### src/rtl/reg_bus_datapath.sv
// reg_bus_datapath: shared one-hot bus joining NUM_REGS general registers, Y, Z, HI, LO
// and an external source. A combinational ALU (A=Y, B=bus) feeds Z. A serial
// shift-add multiplier / restoring divider writes HI/LO itself when it finishes.
// A sticky flag records any cycle in which more than one source drove the bus.
// Build option: define MD_SIGNED_EN for two's-complement multiply/divide.
// Without it, operands are unsigned.
//
// Handshake: md_start is sampled only in IDLE. Operands are latched on that edge
// (A=Y, B=bus). md_busy stays high through RUN and DONE. md_done pulses for the
// single DONE cycle, md_dz is valid with it, and HI/LO are written on the edge
// that ends DONE.
module reg_bus_datapath #(
  parameter int DATA_W   = 32,
  parameter int NUM_REGS = 16,
  parameter int R0_ZERO  = 1
) (
  input  logic                clock,
  input  logic                clear,
  input  logic [NUM_REGS-1:0] reg_in,
  input  logic [NUM_REGS-1:0] reg_out,
  input  logic                y_in,
  input  logic                z_in,
  input  logic                z_out,
  input  logic                hi_in,
  input  logic                lo_in,
  input  logic                hi_out,
  input  logic                lo_out,
  input  logic                ext_out,
  input  logic [DATA_W-1:0]   ext_data,
  input  logic [3:0]          alu_op,
  input  logic                md_start,
  input  logic                md_op,
  output logic [DATA_W-1:0]   bus,
  output logic                md_busy,
  output logic                md_done,
  output logic                md_dz,
  output logic                bus_err,
  output logic [1:0]          md_state
);

  localparam int SH_W = $clog2(DATA_W);
  localparam int NSRC = NUM_REGS + 4;
  localparam logic [SH_W-1:0] LAST_STEP = SH_W'(DATA_W - 1);

  typedef enum logic [1:0] {
    MD_IDLE = 2'd0,
    MD_RUN  = 2'd1,
    MD_DONE = 2'd2
  } md_state_t;

  logic [DATA_W-1:0] regs_q [NUM_REGS];
  logic [DATA_W-1:0] y_q, z_q, hi_q, lo_q;
  logic              bus_err_q;

  md_state_t         state_q, state_d;
  logic [SH_W-1:0]   cnt_q, cnt_d;
  logic              op_q, dz_q;
  logic [DATA_W-1:0] acc_hi_q, acc_lo_q, b_q, a_q;
`ifdef MD_SIGNED_EN
  logic              neg_res_q, neg_rem_q;
`endif

  logic [NSRC-1:0]   src_sel;
  logic              src_multi;
  logic [DATA_W-1:0] bus_or;
  logic [DATA_W-1:0] alu_res;
  logic [2*DATA_W-1:0] rot_tmp;
  logic [SH_W-1:0]   shamt;

  logic [DATA_W-1:0] a_mag, b_mag;
  logic [DATA_W:0]   mul_sum, div_sh;
  logic              div_ge;
  logic [DATA_W-1:0] div_rem;
  logic [DATA_W-1:0] hi_step, lo_step;
  logic [2*DATA_W-1:0] prod;
  logic [DATA_W-1:0] quot, rem;
  logic [DATA_W-1:0] res_hi, res_lo;
  logic              md_wr;

  // Bus contention is any source vector with more than one bit set.
  assign src_sel   = {ext_out, lo_out, hi_out, z_out, reg_out};
  assign src_multi = (src_sel & (src_sel - {{(NSRC-1){1'b0}}, 1'b1})) != '0;

  // Bus mux: OR of the selected sources, forced to zero on contention.
  always_comb begin
    bus_or = '0;
    for (int i = 0; i < NUM_REGS; i++) begin
      if (reg_out[i] && !(R0_ZERO != 0 && i == 0)) bus_or = bus_or | regs_q[i];
    end
    if (z_out)   bus_or = bus_or | z_q;
    if (hi_out)  bus_or = bus_or | hi_q;
    if (lo_out)  bus_or = bus_or | lo_q;
    if (ext_out) bus_or = bus_or | ext_data;
    bus = src_multi ? '0 : bus_or;
  end

  // ALU: A is Y, B is the bus; shift amounts use only the low bits of B.
  always_comb begin
    alu_res = '0;
    rot_tmp = '0;
    shamt   = bus[SH_W-1:0];
    case (alu_op)
      4'd0:  alu_res = y_q + bus;
      4'd1:  alu_res = y_q - bus;
      4'd2:  alu_res = y_q & bus;
      4'd3:  alu_res = y_q | bus;
      4'd4:  alu_res = y_q >> shamt;
      4'd5:  alu_res = DATA_W'($signed(y_q) >>> shamt);
      4'd6:  alu_res = y_q << shamt;
      4'd7: begin
        rot_tmp = {y_q, y_q} >> shamt;
        alu_res = rot_tmp[DATA_W-1:0];
      end
      4'd8: begin
        rot_tmp = {y_q, y_q} << shamt;
        alu_res = rot_tmp[2*DATA_W-1:DATA_W];
      end
      4'd9:  alu_res = -bus;
      4'd10: alu_res = ~bus;
      default: alu_res = '0;
    endcase
  end

  // Operand magnitudes taken at start; signs are reapplied when the result is formed.
  always_comb begin
`ifdef MD_SIGNED_EN
    a_mag = y_q[DATA_W-1] ? -y_q : y_q;
    b_mag = bus[DATA_W-1] ? -bus : bus;
`else
    a_mag = y_q;
    b_mag = bus;
`endif
  end

  // One multiply (shift-add) or divide (restoring) step on the accumulators.
  always_comb begin
    mul_sum = {1'b0, acc_hi_q} + (acc_lo_q[0] ? {1'b0, b_q} : '0);
    div_sh  = {acc_hi_q, acc_lo_q[DATA_W-1]};
    div_ge  = div_sh >= {1'b0, b_q};
    div_rem = div_sh[DATA_W-1:0] - b_q;
    if (op_q) begin
      hi_step = div_ge ? div_rem : div_sh[DATA_W-1:0];
      lo_step = {acc_lo_q[DATA_W-2:0], div_ge};
    end else begin
      hi_step = mul_sum[DATA_W:1];
      lo_step = {mul_sum[0], acc_lo_q[DATA_W-1:1]};
    end
  end

  // Final HI/LO values presented during DONE, including sign fix-up and divide-by-zero.
  always_comb begin
    prod = {acc_hi_q, acc_lo_q};
    quot = acc_lo_q;
    rem  = acc_hi_q;
`ifdef MD_SIGNED_EN
    if (neg_res_q) prod = -prod;
    if (neg_res_q) quot = -quot;
    if (neg_rem_q) rem  = -rem;
`endif
    if (!op_q) begin
      res_hi = prod[2*DATA_W-1:DATA_W];
      res_lo = prod[DATA_W-1:0];
    end else if (dz_q) begin
      res_hi = a_q;
      res_lo = '1;
    end else begin
      res_hi = rem;
      res_lo = quot;
    end
  end

  // Mul/div FSM next state and status outputs.
  always_comb begin
    state_d = state_q;
    cnt_d   = cnt_q;
    md_busy = 1'b0;
    md_done = 1'b0;
    md_dz   = 1'b0;
    md_wr   = 1'b0;
    case (state_q)
      MD_IDLE: begin
        if (md_start) begin
          state_d = MD_RUN;
          cnt_d   = '0;
        end
      end
      MD_RUN: begin
        md_busy = 1'b1;
        cnt_d   = cnt_q + SH_W'(1);
        if (cnt_q == LAST_STEP) state_d = MD_DONE;
      end
      MD_DONE: begin
        md_busy = 1'b1;
        md_done = 1'b1;
        md_dz   = dz_q;
        md_wr   = 1'b1;
        state_d = MD_IDLE;
      end
      default: state_d = MD_IDLE;
    endcase
  end

  assign md_state = state_q;
  assign bus_err  = bus_err_q;

  // FSM state and step counter.
  always_ff @(posedge clock or posedge clear) begin
    if (clear) begin
      state_q <= MD_IDLE;
      cnt_q   <= '0;
    end else begin
      state_q <= state_d;
      cnt_q   <= cnt_d;
    end
  end

  // Mul/div operand latch and accumulator stepping.
  always_ff @(posedge clock or posedge clear) begin
    if (clear) begin
      op_q     <= 1'b0;
      dz_q     <= 1'b0;
      acc_hi_q <= '0;
      acc_lo_q <= '0;
      b_q      <= '0;
      a_q      <= '0;
`ifdef MD_SIGNED_EN
      neg_res_q <= 1'b0;
      neg_rem_q <= 1'b0;
`endif
    end else if (state_q == MD_IDLE && md_start) begin
      op_q     <= md_op;
      dz_q     <= (bus == '0);
      acc_hi_q <= '0;
      acc_lo_q <= a_mag;
      b_q      <= b_mag;
      a_q      <= y_q;
`ifdef MD_SIGNED_EN
      neg_res_q <= y_q[DATA_W-1] ^ bus[DATA_W-1];
      neg_rem_q <= y_q[DATA_W-1];
`endif
    end else if (state_q == MD_RUN) begin
      acc_hi_q <= hi_step;
      acc_lo_q <= lo_step;
    end
  end

  // General registers, Y, Z and the sticky contention flag.
  always_ff @(posedge clock or posedge clear) begin
    if (clear) begin
      for (int i = 0; i < NUM_REGS; i++) regs_q[i] <= '0;
      y_q       <= '0;
      z_q       <= '0;
      bus_err_q <= 1'b0;
    end else begin
      for (int i = 0; i < NUM_REGS; i++) begin
        if (reg_in[i] && !(R0_ZERO != 0 && i == 0)) regs_q[i] <= bus;
      end
      if (y_in) y_q <= bus;
      if (z_in) z_q <= alu_res;
      if (src_multi) bus_err_q <= 1'b1;
    end
  end

  // HI/LO: a completing mul/div takes priority over bus loads on the same edge.
  always_ff @(posedge clock or posedge clear) begin
    if (clear) begin
      hi_q <= '0;
      lo_q <= '0;
    end else if (md_wr) begin
      hi_q <= res_hi;
      lo_q <= res_lo;
    end else begin
      if (hi_in) hi_q <= bus;
      if (lo_in) lo_q <= bus;
    end
  end

endmodule

### config.mk
export PLATFORM = sky130hd
export DESIGN_NAME = reg_bus_datapath
export DESIGN_NICKNAME = d
export VERILOG_FILES = /design/src/rtl/reg_bus_datapath.sv
export SDC_FILE = /design/constraint.sdc
export NUM_CORES = 2
export LEC_CHECK = 0
export ABC_CLOCK_PERIOD_IN_PS = 29900
export BUFFER_PORTS_ARGS = -buffer_cell sky130_fd_sc_hd__buf_2
export CAP_MARGIN = 5
export CORE_ASPECT_RATIO = 1.75
export CORE_MARGIN = 1.5
export CORE_UTILIZATION = 60
export CTS_BUF_LIST = sky130_fd_sc_hd__clkbuf_8
export CTS_CLUSTER_SIZE = 10
export DETAILED_ROUTE_END_ITERATION = 12
export PLACE_DENSITY = 0.75
export REMOVE_ABC_BUFFERS = 1
export SYNTH_ARGS = -nofsm -noshare
export SYNTH_HDL_FRONTEND = slang
export SYNTH_SLANG_ARGS = --single-unit
### constraint.sdc
create_clock -name clock -period 29.9 [get_ports clock]
set_input_delay 5.98 -clock clock [delete_from_list [all_inputs] [get_ports clock]]
set_output_delay 5.98 -clock clock [all_outputs]
set_load 0.01 [all_outputs]
==> results of run 1 <==
[metal layers]
| metal | overflow | global-route usage |
|---|---|---|
| met1 | 10 | 0.839 |
| met2 | 504 | 0.974 |
| met3 | 20 | 0.730 |
| met4 | 403 | 0.847 |
| met5 | 1 | 0.338 |
[per-stage QoR]
stage / cells / cell area (um2) / util / hold WS (ns)
after detailed placement: 6290 / 51000 / 0.629 / 0.453
after global placement: 6290 / 51000 / 0.629 / 0.451
after CTS: 6473 / 53200 / 0.656 / 0.476
after floorplan: 4906 / 47200 / - / 0.446
[cells by family after synthesis]
| family | count (synthesis) | synth area share |
|---|---|---|
| AO/OA/AOI/OAI | 1778 | 0.246 |
| XOR/XNOR | 98 | 0.0175 |
| buffers and inverters | 620 | 0.0513 |
| flip-flops | 746 | 0.380 |
| multiplexers | 562 | 0.127 |
| adder cells (fa/ha/maj) | 171 | 0.0441 |
| AND/OR/NAND/NOR | 1397 | 0.134 |
==> summary.md, run 1 <==
| Metric | Value |
|---|---|
| Area leader, netlist | `dfrtp_1` |
| H-tree depth | `3` |
| Register area share after synthesis | `0.380` |
| Root buffer cell | `clkbuf_8` |
| Synth cell types | `105` |
| Post-detail-place hpwl | `roughly 200 mm` |
| Clock buffer depth | `3` |
| Die width | `219 um` |
| Post-CTS sizing | `0` |
| First error | `[ERROR GRT-0116] Global routing finished with congestion. Check the congestion regions in the DRC Viewer.` |
| Initial core utilization | `0.607` |
| Dpl ws | `about 13 ns` |
| Tot GR Track Use | `0.842` |
| Buffers on Ports | `116` |
| Cells after synthesis | `5372` |
| Placer Congestion | `1.15` |
| Most frequent cell after synthesis | `dfrtp_1` |
| Pin count of the biggest net entering global routing | `approximately 190` |
| Clk sink count | `around 750` |
| Share of Yosys cell area claimed by the top area cell type | `0.380` |
| Top cells by count, synth | `dfrtp_1, nand2_1, mux2_2` |
| Chip height | `382 um` |
| Row count | `138` |
| Synth Area per Inst | `about 9 um2` |
| Synth Flop Type | `dfrtp_1` |
| # IOs | `118` |
| Post-synth EDFFs | `0` |
| Vias in the first global route | `63300` |
| Synth warn | `0` |
| Failing step | `global routing` |
| Post-CTS Setup Inserts | `0` |
| First-pass GRT wire length | `517 mm` |
| Status | `aborted with a tool error` |
| Post-synth ARST share | `1.00` |
| Hold Buf Count CTS | `0` |
| Seq cells post-synth | `between 700 and 800` |
| Netlist Area Pre-Place | `about 50000 um2` |
| Top cells by area, synth | `dfrtp_1, mux2_2, ha_1` |
| Total grt overflow | `938` |
| Total CTS buffers | `105` |
==> inputs of run 2 (changes only) <==
--- a/config.mk
+++ b/config.mk
@@ -8,13 +8,10 @@
 export ABC_CLOCK_PERIOD_IN_PS = 29900
 export BUFFER_PORTS_ARGS = -buffer_cell sky130_fd_sc_hd__buf_2
 export CAP_MARGIN = 5
-export CORE_ASPECT_RATIO = 1.75
 export CORE_MARGIN = 1.5
-export CORE_UTILIZATION = 60
-export CTS_BUF_LIST = sky130_fd_sc_hd__clkbuf_8
-export CTS_CLUSTER_SIZE = 10
+export CORE_UTILIZATION = 40
 export DETAILED_ROUTE_END_ITERATION = 12
-export PLACE_DENSITY = 0.75
+export PLACE_DENSITY_LB_ADDON = 0.15
 export REMOVE_ABC_BUFFERS = 1
 export SYNTH_ARGS = -nofsm -noshare
 export SYNTH_HDL_FRONTEND = slang
==> run 2 against run 1 <==
Compared with the run above: the flow now finishes without violations; area after synthesis stayed put; synthesized cell count stayed put.
==> summary.md, run 2 <==
| Metric | Value |
|---|---|
| Post-CTS Setup Inserts | `0` |
| Hold Buf Count CTS | `0` |
| Skew final | `0.0430 ns` |
| Critical Path Fanout Max | `56` |
| Maxcap violations | `0` |
| Setup TNS | `0 ns` |
| Crit path cell chain | `buf_2, buf_4, nor3_1, nand4b_2, o22ai_1, and4bb_1, and3_2, buf_4, buf_4, nand2_4, buf_12, a21oi_2, buf_4, buf_2` |
| Cell Area, Placed | `51700 um2` |
| Total CTS buffers | `87` |
| Final period util | `0.564` |
| Hold Crit Class | `reg2reg` |
| Cells after synthesis | `5372` |
| Status | `finished clean` |
| Root buffer cell | `clkbuf_16` |
| Area Overhead vs Synth | `11.4%` |
| Slew @ Worst Pin | `1.33 ns` |
| Worst Path Arrival | `10.87 ns` |
| Share of layout cells above drive strength 1 | `0.199` |
| Nets | `5565` |
| Seq cells post-synth | `746` |
| Via count | `48000` |
| Register area share after synthesis | `0.380` |
| Multi-input combinational cell area | `between 20000 and 30000 um2` |
| Clk sink count | `746` |
| Post-CTS sizing | `0` |
| Max Used Layer | `met5` |
| Synth cell types | `approximately 110` |
| Routed len/inst | `36.9 um` |
| Share of Yosys cell area claimed by the top area cell type | `0.380` |
| First-pass GRT wire length | `around 360 mm` |
| Worst slew margin | `0.107` |
| Pin count of the biggest net entering global routing | `approximately 140` |
| Clock buffer depth | `3` |
| Final setup vio count | `0` |
| Die area | `125000 um2` |
| Area leader, netlist | `dfrtp_1` |
| Max VDD drop | `about 0.069 mV` |
| Netlist Area Pre-Place | `49100 um2` |
| Drt drc | `0` |
| Buffers on Ports | `116` |
| Initial DRT Pass Iterations | `7` |
| Top cells by count, synth | `dfrtp_1, nand2_1, mux2_2` |
| Die width | `353 um` |
| Post-synth EDFFs | `0` |
| Met3 wire length | `27.8 mm` |
| Number of DRC markers in iteration 0 | `7310` |
| CP endpoint kind | `output port` |
| Row count | `between 100 and 150` |
| Area of the core | `between 100000 and 150000 um2` |
| # IOs | `118` |
| Max stage delay cell, worst path | `a21oi_2` |
| Top cells by area, synth | `dfrtp_1, mux2_2, ha_1` |
| Initial core utilization | `0.403` |
| M1 WL | `107 mm` |
| Post-route ant nets | `0` |
| Vias in the first global route | `45500` |
| RSZ-0062 raised after global routing | `false` |
| Drt via density | `6.83` |
| Tot GR Track Use | `0.403` |
| Most common cell after layout, fill and taps aside | `dfrtp_1` |
| Crit path top cell by count | `buf_4` |
| CTS tree | `done` |
| Max Fclk | `0.0593 GHz` |
| Total grt overflow | `0` |
| Final min period | `16.85 ns` |
| Final hold violations | `0` |
| Slew Limit Fails | `0` |
| CP Launch Type | `input pin` |
| Synth Flop Type | `dfrtp_1` |
| Design area | `54700 um2` |
| Final WL | `259 mm` |
| Post-synth ARST share | `1.00` |
| Leak | `24.4 nW` |
| Setup CP Type | `in2out` |
| Chip height | `353 um` |
| Placer Congestion | `~1.0` |
| Register area | `about 19000 um2` |
| Insertion delay to the later sink of the worst-skew pair | `0.71 ns` |
| Pwr dens | `54.5 nW/um2` |
| Initial antenna violation count | `17` |
| Most frequent cell after synthesis | `dfrtp_1` |
| Max FFs per register | `480` |
| Worst-path clk slew | `approximately 0.060 ns` |
| Met2 WL | `between 100 and 150 mm` |
| Most frequent cells in the layout | `dfrtp_1, nand2_1, mux2_2, a21oi_1, o21ai_0` |
| Synth Area per Inst | `around 9.1 um2` |
| Post-detail-place hpwl | `about 180 mm` |
| H-tree depth | `3` |
| Largest Register | `regs_q` |
| Fillers | `11900` |
| Worst endpoint required time | `23.92 ns` |
| Worst path max stage delay | `around 0.57 ns` |
| Synth warn | `0` |
## run 2: cell counts after synthesis
Identical to the previous run, type by type.
## run 2: worst max-delay path: cells and delay by family
kind	cells	cell delay, ns
AOI/OAI and AO/OA	2	0.79
buffers and inverters	7	2.39
and+or+nand+nor	5	1.41
## run 2: worst paths after layout
kind,slack (ns),cells past startpoint,start,endpoint
max,13.05,14,reg_out[2],bus[27]
min,0.48,2,a_q[19],a_q[19]
max reg2reg,23.26,18,lo_q[2],z_q[31]
min reg2reg,0.48,2,a_q[19],a_q[19]
max in group asynchronous,21.53,5,clear,regs_q[72]
min in group asynchronous,5.43,2,clear,regs_q[52]
## run 2: per-stage QoR
step / power, W / utilization / hold slack (ns) / setup slack (ns) / cells
2_1_floorplan: 0.00157 / - / 0.446 / 2.99 / 4906
3_3_place_gp: 0.00186 / 0.424 / 0.458 / 13.35 / 6850
3_5_place_dp: 0.00186 / 0.424 / 0.466 / 13.38 / 6850
4_1_cts: 0.00298 / 0.449 / 0.481 / 13.36 / 7009
5_1_grt: 0.00310 / 0.449 / 0.497 / 13.08 / 7010
6_report: 0.00298 / 0.449 / 0.479 / 13.05 / 7019
## run 2: report_power, final
group | internal [W] | switching (W)
Sequential | 0.00104 | 0.0000412
Combinational | 0.000253 | 0.000532
Clock | 0.000633 | 0.000488
Total | 0.00192 | 0.00106
## run 2: cells by family (layout without fill, tap and decap cells)
kind of cell	count (synthesis)	in the layout	share of synthesized area
DFF	746	746	0.380
muxes	562	562	0.127
adders and majority gates	171	171	0.0441
AOI/OAI and AO/OA	1778	1778	0.246
buffers and inverters	620	633	0.0513
xor gates and xnor gates	98	98	0.0175
other	0	9	0
and+or+nand+nor	1397	1397	0.134
## run 2: layout make-up
type,instances,area share
antenna,9,0.000412
clock buffer,120,0.0453
clock inverter,39,0.00912
inverter,154,0.0107
multi-input combinational,4006,0.517
sequential,746,0.341
tap,1625,0.0372
timing repair buffer,320,0.0393
## run 2: layer usage
layer / track usage / up-vias
met1: 0.546 / 24300
met4: 0.218 / 18
met2: 0.583 / 3014
li1: - / 19900
met5: 0 / -
met3: 0.108 / 709
(Power assumes the default switching activity.)
